<file path="config.mk">
export PLATFORM = sky130hd
export DESIGN_NAME = dl_mem_writer
export DESIGN_NICKNAME = d
export VERILOG_FILES = /design/src/rtl/dl_mem_writer.sv
export SDC_FILE = /design/constraint.sdc
export NUM_CORES = 1
export LEC_CHECK = 0
export CAP_MARGIN = 20
export CORE_MARGIN = 1
export CORE_UTILIZATION = 54
export CTS_BUF_LIST = sky130_fd_sc_hd__clkbuf_16
export DETAILED_ROUTE_END_ITERATION = 8
export GPL_TIMING_DRIVEN = 1
export PLACE_DENSITY = 0.75
export SLEW_MARGIN = 20
export SYNTH_ARGS = -nofsm -noshare
export SYNTH_HDL_FRONTEND = slang
export SYNTH_SLANG_ARGS = --single-unit
</file>
<file path="constraint.sdc">
create_clock -name clk_i -period 4.35 [get_ports clk_i]
set_input_delay 1.305 -clock clk_i [delete_from_list [all_inputs] [get_ports clk_i]]
set_output_delay 1.305 -clock clk_i [all_outputs]
set_load 0.05 [all_outputs]
</file>
<file path="src/rtl/dl_mem_writer.sv">
// Buffers downloader byte writes in a small FIFO and replays them onto a req/ack memory port,
// holding the CPU off the bus until every queued byte has been acknowledged.
module dl_mem_writer #(
    parameter int unsigned FIFO_AW = 3,
    parameter int unsigned ADDR_W  = 25
) (
    input  logic              clk_i,
    input  logic              reset_i,
    input  logic              dl_downloading_i,
    input  logic              dl_wr_i,
    input  logic [ADDR_W-1:0] dl_addr_i,
    input  logic [7:0]        dl_data_i,
    output logic              mem_req_o,
    output logic              mem_we_o,
    output logic [ADDR_W-1:0] mem_addr_o,
    output logic [7:0]        mem_dout_o,
    input  logic              mem_ack_i,
    output logic              cpu_wait_o,
    output logic              done_o,
    output logic              overflow_o,
    output logic [ADDR_W-1:0] bytes_written_o
);
    localparam int unsigned Depth = 1 << FIFO_AW;
    localparam logic [FIFO_AW:0] CountFull = {1'b1, {FIFO_AW{1'b0}}};

    typedef enum logic {StIdle, StReq} state_e;

    state_e              state_q;
    logic [ADDR_W-1:0]   fifo_addr_q [Depth];
    logic [7:0]          fifo_data_q [Depth];
    logic [FIFO_AW-1:0]  wr_ptr_q, rd_ptr_q;
    logic [FIFO_AW:0]    count_q, count_d;
    logic                mem_req_q;
    logic [ADDR_W-1:0]   mem_addr_q;
    logic [7:0]          mem_dout_q;
    logic [ADDR_W-1:0]   bytes_q;
    logic                overflow_q;
    logic                dl_q;
    logic                cpu_wait_q;
    logic                done_q;

    logic full, push, pop, drop, sess_start;

    // Full is judged on the registered count, so a same-cycle pop cannot make room for a push.
    assign full       = (count_q == CountFull);
    assign push       = dl_wr_i & ~full;
    assign drop       = dl_wr_i & full;
    assign pop        = (state_q == StReq) & mem_ack_i;
    assign sess_start = dl_downloading_i & ~dl_q;

    assign cpu_wait_o = dl_downloading_i | (count_q != '0) | (state_q == StReq);

    always_comb begin
        count_d = count_q;
        unique case ({push, pop})
            2'b10:   count_d = count_q + 1'b1;
            2'b01:   count_d = count_q - 1'b1;
            default: count_d = count_q;
        endcase
    end

    always_ff @(posedge clk_i) begin
        if (push) begin
            fifo_addr_q[wr_ptr_q] <= dl_addr_i;
            fifo_data_q[wr_ptr_q] <= dl_data_i;
        end
    end

    always_ff @(posedge clk_i or posedge reset_i) begin
        if (reset_i) begin
            state_q    <= StIdle;
            wr_ptr_q   <= '0;
            rd_ptr_q   <= '0;
            count_q    <= '0;
            mem_req_q  <= 1'b0;
            mem_addr_q <= '0;
            mem_dout_q <= '0;
            bytes_q    <= '0;
            overflow_q <= 1'b0;
            dl_q       <= 1'b0;
            cpu_wait_q <= 1'b0;
            done_q     <= 1'b0;
        end else begin
            dl_q       <= dl_downloading_i;
            cpu_wait_q <= cpu_wait_o;
            done_q     <= cpu_wait_q & ~cpu_wait_o;
            count_q    <= count_d;

            if (push) wr_ptr_q <= wr_ptr_q + 1'b1;
            if (pop)  rd_ptr_q <= rd_ptr_q + 1'b1;

            // A drop in the first cycle of a new session still counts as an overflow.
            if (drop)            overflow_q <= 1'b1;
            else if (sess_start) overflow_q <= 1'b0;

            if (sess_start) bytes_q <= '0;
            else if (pop)   bytes_q <= bytes_q + 1'b1;

            unique case (state_q)
                StIdle: begin
                    if (count_q != '0) begin
                        mem_addr_q <= fifo_addr_q[rd_ptr_q];
                        mem_dout_q <= fifo_data_q[rd_ptr_q];
                        mem_req_q  <= 1'b1;
                        state_q    <= StReq;
                    end
                end
                StReq: begin
                    if (mem_ack_i) begin
                        mem_req_q <= 1'b0;
                        state_q   <= StIdle;
                    end
                end
                default: state_q <= StIdle;
            endcase
        end
    end

    assign mem_req_o       = mem_req_q;
    assign mem_we_o        = mem_req_q;
    assign mem_addr_o      = mem_addr_q;
    assign mem_dout_o      = mem_dout_q;
    assign done_o          = done_q;
    assign overflow_o      = overflow_q;
    assign bytes_written_o = bytes_q;

endmodule

</file>
==> impl_metrics.py <==
metrics = {
    "outcome": {
        "outcome": "complete, no violations",
    },
    "synthesis": {
        "synth_xor_area_share_pct": 1.277,
        "synth_fa_ha_area_share_pct": 0.5761,
        "syn_inst": 705,
        "syn_nets": 749,
        "post_synth_and_or_nand_nor_area_fraction_pct": 5.166,
        "yosysTopAreaCell": "sky130_fd_sc_hd__edfxtp_1",
        "yosysWarnings": 0,
        "synth.avg_cell_area_um2": 18.48,
        "post_synth_num_cell_types": 44,
        "synth_compound_area_share_pct": 2.688,
        "synth-seq-cells": 338,
        "synth_largest_type_area_fraction_pct": 60.84,
        "synth_top_family_by_area": "multiplexers",
        "synth.top_cells.by_area": "sky130_fd_sc_hd__edfxtp_1 (61%), sky130_fd_sc_hd__dfrtp_1 (14%), sky130_fd_sc_hd__mux4_2 (11%), sky130_fd_sc_hd__mux2i_1 (2.5%), sky130_fd_sc_hd__a21oi_1 (1.7%)",
        "seq_area_frac_synth_pct": 75.05,
        "mappedNetlistArea_um2": 13030,
        "synth.mux.area_fraction_pct": 14.03,
    },
    "finish": {
        "final_instance_count_without_filler_cells": 1175,
        "finish.utilization_pct": 66.66,
        "finish.net_count": 875,
        "drive_above_1_share_pct": 18.13,
        "synth_to_layout_area_growth_pct": 20.43,
    },
    "timing": {
        "finClkSkew_ns": 0.01886,
        "final.min_clock_period_ns": 3.810,
        "finalSetupTns_ns": 0,
        "timing.final.max_slew_violations": 0,
        "timing.final.setup_violations": 0,
        "post-route-period-util_pct": 87.59,
        "worst_slew_margin_rel_pct": 36.77,
        "rsz_0062_raised_after_global_routing": "false",
        "highest_attainable_clock_frequency_mhz": 262.4,
        "timing.final.ws_setup_ns": 0.5397,
        "finalHoldViolCount": 0,
        "worst_slew_pin_slew_ns": 0.9484,
    },
    "placement": {
        "hpwl_mm": 15.50,
        "globalplace.congestion": 0.8174,
        "setup_slack_after_placement_ns": 0.4426,
        "port_buffers": 100,
        "numPlacedInstances": 1114,
    },
    "floorplan": {
        "initial_core_util_pct": 55.35,
        "boundaryPins": 101,
        "die_outline_area_um2": 24760,
        "placement_rows": 56,
        "dieWidth_um": 157.3,
        "core_area_um2": 23540,
        "die_height_um": 157.3,
    },
    "critical_path": {
        "critical_path.max_stage_delay_ns": 0.52,
        "end_kind": "output pin",
        "worst_setup_path_start_kind": "input pin",
        "cp_data_required_time_ns": 3.04,
        "critPathKind": "in2out",
        "crit_fanout": 4,
        "critPathSlowestCell": "sky130_fd_sc_hd__or3_2",
        "critPathArrivalTime_ns": 2.51,
        "cp_cell_sequence": "clkdlybuf4s50_1 > or3_2 > buf_4",
    },
    "clocking": {
        "cts-htree-levels": 2,
        "number_of_gates_given_a_new_drive_strength_after_cts": 0,
        "hold_buffers": 0,
        "tritoncts": "built",
        "clock-root-buffer": "sky130_fd_sc_hd__clkbuf_16",
        "cts_bufs_inserted": 34,
        "cts.sink_count": 338,
        "clk_buf_depth": 3,
        "insertion_delay_ns": 0.52,
        "cts.repair_timing.setup_buffer_count": 0,
        "clk_pin_slew_ns": 0.06,
    },
    "global_route": {
        "grt.total_usage_pct": 22.35,
        "grt_antenna_before_repair": 1,
        "global_route.usage.met2_pct": 37.78,
        "grt_overflow_total": 0,
        "busiest_metal_layer_after_global_routing": "met2",
        "use_met3_pct": 4.047,
        "grt_max_degree": 68,
        "first_global_vias": 7156,
        "met1_track_demand_over_resource_pct": 29.81,
        "wire_length_of_the_first_global_routing_pass_mm": 40.55,
    },
    "route": {
        "post-route-drc-count": 0,
        "viasPerCell": 5.854,
        "detail_route.wl_per_cell_um": 22.38,
        "routed-via-count": 6878,
        "first_iter_violations": 503,
        "firstDrtPassIters": 5,
        "route.antenna.remaining_nets": 0,
        "totalWireLength_mm": 26.30,
    },
    "worst_hold_path": {
        "worst_hold_path_type": "reg2reg",
    },
    "run": {
        "max_cap_viols": 0,
    },
    "power": {
        "cellLeakagePower_nw": 5.396,
        "design_power_total_mw": 10.55,
        "worst_ir_drop_vdd_uv": 544.4,
        "power.density_cell_area_nw_per_um2": 672.5,
    },
}
-- worst paths after layout --
check                                  from                   to  slack (ns)  depth (start not counted)
setup / recovery           dl_downloading_i           cpu_wait_o        0.54                          3
hold / removal                   cpu_wait_q               done_o        0.48                          2
setup reg to reg                 count_q[1]           count_q[2]        1.55                         10
hold reg to reg                  cpu_wait_q               done_o        0.48                          2
max in group asynchronous           reset_i        mem_dout_o[7]        2.29                          3
min in group asynchronous           reset_i  bytes_written_o[20]        1.22                          2
-- state kept, by name, indices dropped and copies added, names as in the netlist --
| register | flops |
|---|---|
| rd_ptr_q | 3 |
| fifo_data_q | 64 |
| fifo_addr_q | 200 |
| wr_ptr_q | 3 |
| state_q | 1 |
| overflow_o | 1 |
| done_o | 1 |
| mem_dout_o | 8 |
| count_q | 4 |
| cpu_wait_q | 1 |
| mem_addr_o | 25 |
| dl_q | 1 |
| mem_req_o | 1 |
| bytes_written_o | 25 |
-- kinds of logic after synthesis --
| family | Yosys count |
|---|---|
| multiplexers | 100 |
| XOR/XNOR | 19 |
| flip-flops | 338 |
| AND/OR/NAND/NOR | 139 |
| AO/OA/AOI/OAI | 64 |
| adder cells (fa/ha/maj) | 6 |
| buffers and inverters | 39 |
-- Yosys cell counts, drive strengths merged --
| master | count |
|---|---|
| a21boi | 1 |
| a21oi | 45 |
| a32o | 1 |
| a32oi | 1 |
| and2 | 1 |
| and2b | 1 |
| and3 | 1 |
| and4 | 3 |
| buf | 15 |
| clkbuf | 18 |
| clkinv | 1 |
| dfrtp | 74 |
| edfxtp | 264 |
| ha | 6 |
| inv | 5 |
| mux2 | 1 |
| mux2i | 33 |
| mux4 | 66 |
| nand2 | 25 |
| nand2b | 5 |
| nand3 | 9 |
| nand4 | 9 |
| nand4b | 1 |
| nor2 | 59 |
| nor2b | 1 |
| nor3 | 6 |
| nor3b | 1 |
| nor4 | 3 |
| o211ai | 1 |
| o21a | 1 |
| o21ai | 9 |
| o22ai | 1 |
| o311ai | 1 |
| o31a | 1 |
| o31ai | 2 |
| or3 | 8 |
| or4 | 6 |
| xnor2 | 11 |
| xor2 | 8 |
-- layer usage --
| metal | share of wire [%] | up-vias |
|---|---|---|
| met4 | 2.0 | 0 |
| met1 | 42 | 3562 |
| met5 | 0 | - |
| li1 | - | 3028 |
| met3 | 5.8 | 48 |
| met2 | 50 | 240 |
-- placed cells by master (no fill, tap or decap), types with 2 or more instances in the layout --
cell and n:
sky130_fd_sc_hd__edfxtp_1 264, sky130_fd_sc_hd__clkdlybuf4s50_1 99, sky130_fd_sc_hd__dfrtp_1 71, sky130_fd_sc_hd__mux4_2 66, sky130_fd_sc_hd__nor2_1 53, sky130_fd_sc_hd__a21oi_1 45
sky130_fd_sc_hd__clkbuf_16 35, sky130_fd_sc_hd__mux2i_1 33, sky130_fd_sc_hd__nand2_1 25, sky130_fd_sc_hd__buf_4 21, sky130_fd_sc_hd__xnor2_1 11, sky130_fd_sc_hd__inv_1 10
sky130_fd_sc_hd__nand3_1 9, sky130_fd_sc_hd__o21ai_0 9, sky130_fd_sc_hd__xor2_1 8, sky130_fd_sc_hd__clkinv_1 8, sky130_fd_sc_hd__nand4_1 8, sky130_fd_sc_hd__or4_1 6
sky130_fd_sc_hd__or3_1 6, sky130_fd_sc_hd__nor2_4 6, sky130_fd_sc_hd__ha_1 6, sky130_fd_sc_hd__nand2b_1 5, sky130_fd_sc_hd__nor3_1 4, sky130_fd_sc_hd__clkinv_2 4
sky130_fd_sc_hd__bufinv_16 4, sky130_fd_sc_hd__nor4_1 3, sky130_fd_sc_hd__buf_12 3, sky130_fd_sc_hd__or3_2 2, sky130_fd_sc_hd__and4_1 2, sky130_fd_sc_hd__o31ai_1 2
sky130_fd_sc_hd__nor3_4 2, sky130_fd_sc_hd__clkinv_8 2, sky130_fd_sc_hd__dfrtp_2 2
-- critical path, delay by kind of cell --
family                 cells  cell delay (ns)
AND/OR/NAND/NOR            1             0.52
buffers and inverters      2             0.68
-- per-stage QoR --
step,cell area (um^2),hold slack (ns)
4_1_cts,15690,0.4765
3_5_place_dp,14580,0.4666
5_1_grt,15690,0.5026
6_report,15690,0.4764
3_3_place_gp,14580,0.4661
2_1_floorplan,13040,0.4481
-- power breakdown --
group          leakage, nW  internal [mW]  switching (mW)
clock                0.561           1.70            1.18
combinational         1.54           1.34            1.78
sequential            3.29           4.10           0.448
-- cell type report --
cell class                 count  area [um^2]
antenna                        1        2.502
timing repair buffer         123         1209
inverter                       6        23.77
clock inverter                25        237.7
clock buffer                  35        875.8
multi-input combinational    328         3161
fill                        1550         7849
tap                          319        399.1
sequential                   338         9786
No activity file was read; power rests on OpenSTA's default activity.
==> variant 1: new RTL, same settings <==
The parameter `ADDR_W` goes from 25 to 33.
--- a/src/rtl/dl_mem_writer.sv
+++ b/src/rtl/dl_mem_writer.sv
@@ -2,7 +2,7 @@
 // holding the CPU off the bus until every queued byte has been acknowledged.
 module dl_mem_writer #(
     parameter int unsigned FIFO_AW = 3,
-    parameter int unsigned ADDR_W  = 25
+    parameter int unsigned ADDR_W  = 33
 ) (
     input  logic              clk_i,
     input  logic              reset_i,
Ports: changed (resized bytes_written_o, dl_addr_i and mem_addr_o); port bits go from 101 to 125. No check against the original RTL was run, so the function may have changed too.
==> variant 1 against the original RTL <==
Combinational power rose by 17%. Synthesized area increased by 24%. Via count increased by 20%. Routed wire length rose by 20%. Global-route usage decreased by 0.92 points. Setup slack improved by 0.13 ns. Final area grew 23%. Sequential cell count grew 80. Power up 22%. Maximum frequency up 3.5%. Highest routed layer is now met5.
==> variant 1: results (changes against the original RTL) <==
* Status: completed (unchanged)
* Final nets at 1,066 (was 875)
* R2R Setup Slk at 1.67 ns (was 1.55 ns)
* Met2 Use GR at 35.9% (was 37.8%)
* Vias in the first global route at 8,701 (was 7,156)
* Routing usage on met3 at 4.11% (was 4.05%)
* Post-synthesis sequential area ratio at 75.1% (was 75.0%)
* Number of port buffers at 124 (was 100)
* Routed wl met2 at 15.8 mm (was 13.3 mm)
* Via count at 8,265 (was 6,878)
* Crit path largest cell delay at 0.46 ns (was 0.52 ns)
* EDFF count, synth at 328 (was 264)
* Post-Synth XOR/XNOR Area at 1.79% (was 1.28%)
* Fraction of layout cells with a size suffix above 1 at 17.0% (was 18.1%)
* R2R depth at 11 (was 10)
* Tot GR Track Use at 21.4% (was 22.4%)
* Skew final at 0.0175 ns (was 0.0189 ns)
* Worst reg2reg startpoint: count_q[0]$_DFFE_PP0P_ (was count_q[1]$_DFFE_PP0P_)
* Top flop regs: fifo_addr_q x264, fifo_data_q x64 (was fifo_addr_q x200, fifo_data_q x64)
* Max stage delay cell, worst path: clkdlybuf4s50_1 (was or3_2)
* Met3 routed WL at 1.97 mm (was 1.52 mm)
* Synth unique cells at 42 (was 44)
* TritonCTS buffer count at 42 (was 34)
* Fillcell total at 1,899 (was 1,550)
* Clk pwr at 3490 uW (was 2890 uW)
* Async SR Flop Fraction at 21.5% (was 21.9%)
* P_seq at 5710 uW (was 4540 uW)
* Top cells by count, synth: edfxtp_1 (328), dfrtp_1 (90), mux4_2 (82), nor2_1 (78), a21oi_1 (50) (was edfxtp_1 (264), dfrtp_1 (74), mux4_2 (66), nor2_1 (59), a21oi_1 (45))
* Global-route wire length before repair at 49.6 mm (was 40.6 mm)
* Largest net degree at the start of global routing at 84 (was 68)
* Initial DRC Count at 555 (was 503)
* Mux contribution to synthesized area at 14.1% (was 14.0%)
* Met1 wire length at 13.1 mm (was 11.0 mm)
* Max Used Layer: met5 (was met4)
[variant 1: cell types whose count changed after synthesis, sizes merged, moves of 6 or more]
cell    change
edfxtp     +64
xnor2      +10
nor2       +19
dfrtp      +16
mux4       +16
mux2i       +9
nor3        +6
clkbuf     +11
[variant 1: final cells by class]
cell class              count  share of cell area (%)
clock buffers              43                    5.57
clock inverters            35                    1.43
inverters                   7                   0.149
multi-input cells         401                    20.2
flip-flops and latches    418                    62.6
well taps                 384                    2.48
repair buffers            144                    7.51
[variant 1: through the flow]
step           setup WS, ns  instances  setup TNS, ns  utilization (%)  hold WS [ns]
2_1_floorplan        -0.102        867          -4.18                -         0.448
3_3_place_gp          0.701       1354              0             62.0         0.470
3_5_place_dp          0.662       1354              0             62.0         0.467
4_1_cts               0.664       1432              0             66.6         0.478
5_1_grt               0.630       1432              0             66.6         0.492
6_report              0.668       1432              0             66.6         0.477
[variant 1: worst max-delay path, delay by kind of cell]
family	cells	cell delay (ns)
buffers and inverters	2	0.67
and+or+nand+nor	1	0.40
==> variant 2: new RTL, config.mk and constraints unchanged <==
Without the edit above. Reset style: synchronous (`reset_i`), changed in one clocked block.
--- a/src/rtl/dl_mem_writer.sv
+++ b/src/rtl/dl_mem_writer.sv
@@ -66,7 +66,7 @@
         end
     end
 
-    always_ff @(posedge clk_i or posedge reset_i) begin
+    always_ff @(posedge clk_i) begin
         if (reset_i) begin
             state_q    <= StIdle;
             wr_ptr_q   <= '0;
Function: differs if reset_i is asserted again (counterexample within 4 cycles, from zero or initial values and one cycle with reset_i high); with reset_i held inactive, the same outputs for 4 cycles.
==> variant 2 against the original RTL <==
Setup slack worse by 0.33 ns. Sequential cell count is the same. Global-route usage increased by 0.40 points. Synthesized area decreased by 3.1%. Power fell by 18%. Non-clock buffer count fell by 4. Routed wire length is 0.54% higher. Final area fell by 2.8%. Critical path type unchanged.
==> variant 2: results (changes against the original RTL) <==
* Status: completed (unchanged)
* Via count at 7,001 (was 6,878)
* NonClk Buf Share at 7.54% (was 7.70%)
* Worst Path Arrival at 2.84 ns (was 2.51 ns)
* Non-CTS buffers at 119 (was 123)
* Hold Path End: done_o$_SDFF_PP0_ (was done_o$_DFF_PP0_)
* Post-DP HPWL at 14.6 mm (was 15.5 mm)
* Multi-input gates at 334 (was 328)
* Post-synthesis sequential area ratio at 74.5% (was 75.0%)
* Initial DRC Count at 524 (was 503)
* Mapped Cells at 722 (was 705)
* Worst reg2reg startpoint: count_q[0]$_SDFFE_PP0P_ (was count_q[1]$_DFFE_PP0P_)
* TritonCTS buffer count at 35 (was 34)
* Met1 wire length at 10.5 mm (was 11.0 mm)
* Slew HR at 31.4% (was 36.8%)
* Clk cell area share at 7.86% (was 7.10%)
* Reg2Reg Capture Point: count_q[2]$_SDFFE_PP0P_ (was count_q[2]$_DFFE_PP0P_)
* Routed wl met2 at 13.6 mm (was 13.3 mm)
* Fraction of layout cells with a size suffix above 1 at 18.1% (about the same)
* R2R Setup Slk at 1.41 ns (was 1.55 ns)
* Adder-Cell Fraction of Synth Area at 0.594% (was 0.576%)
* Top cells by count, synth: edfxtp_1 (264), dfxtp_1 (74), mux4_2 (66), nor2_1 (58), nor3_1 (44) (was edfxtp_1 (264), dfrtp_1 (74), mux4_2 (66), nor2_1 (59), a21oi_1 (45))
* Compound-gate portion of the synthesized area at 3.13% (was 2.69%)
* Skew final at 0.0213 ns (was 0.0189 ns)
* Async SR Flop Fraction at 0% (was 21.9%)
* Clock power frac at 35.1% (was 27.4%)
* Net Sw Frac at 28.3% (was 32.3%)
* Tap Count at 313 (was 319)
* Comb group at 1780 uW (was 3120 uW)
* Area contributors post-synth: edfxtp_1 (63%), mux4_2 (12%), dfxtp_1 (12%) (was edfxtp_1 (61%), dfrtp_1 (14%), mux4_2 (11%))
* Mux contribution to synthesized area at 11.8% (was 14.0%)
* Post-Synth XOR/XNOR Area at 1.32% (was 1.28%)
* Cell Area, Placed at 14,100 sq um (was 14,600 sq um)
* Multi-input gate share of total cell area at 20.1% (about the same)
* Inverters at 9 (was 6)
* R2R depth at 9 (was 10)
* Clk_buf instances at 36 (was 35)
* Diode count at 0 (was 1)
* Antenna violations before repair at 1 (unchanged)
* Drt via density at 5.95 (was 5.85)
* Worst Hold Depth at 1 (was 2)
* Pwr/cell area at 570 nW/um^2 (was 672 nW/um^2)
* Global-route wire length before repair at 41.0 mm (was 40.6 mm)
* Peak VDD IR at 0.000413 V (was 0.000544 V)
* Cell Count Post-Placement at 1,113 (was 1,114)
* Largest net degree at the start of global routing at 52 (was 68)
* Fillcell total at 1,458 (was 1,550)
* Wirelength per Cell at 22.5 um (was 22.4 um)
* Max Used Layer: met5 (was met4)
* Met3 routed WL at 1.78 mm (was 1.52 mm)
* Synth unique cells at 41 (was 44)
==> variant 2: cell types whose count changed in the layout (fill, tap and decap cells not counted), sizes merged, moves of 6 or more <==
cell | before | now
mux2i | 33 | 1
nand2 | 25 | 16
o21ai | 9 | 15
dfxtp | 0 | 74
a21oi | 45 | 18
nor3 | 6 | 44
inv | 10 | 18
dfrtp | 74 | 0
o22ai | 1 | 33
==> variant 2: worst max path at each step <==
stage | from | to | slack, ns | cells after the start
floorplan | dl_wr_i | fifo_addr_q[2][0]$_DFFE_PP_ | 0.07 | 2
global placement | dl_downloading_i | cpu_wait_o | 0.25 | 4
detailed placement | dl_downloading_i | cpu_wait_o | 0.22 | 4
CTS | dl_downloading_i | cpu_wait_o | 0.22 | 4
global route | dl_downloading_i | cpu_wait_o | 0.10 | 4
finish | dl_downloading_i | cpu_wait_o | 0.21 | 4
==> variant 2: routing by layer <==
layer	track usage, %	vias to the layer above
met4	6.69	2
met5	0	-
met3	4.37	51
met2	39.2	294
li1	-	3087
met1	29.6	3567
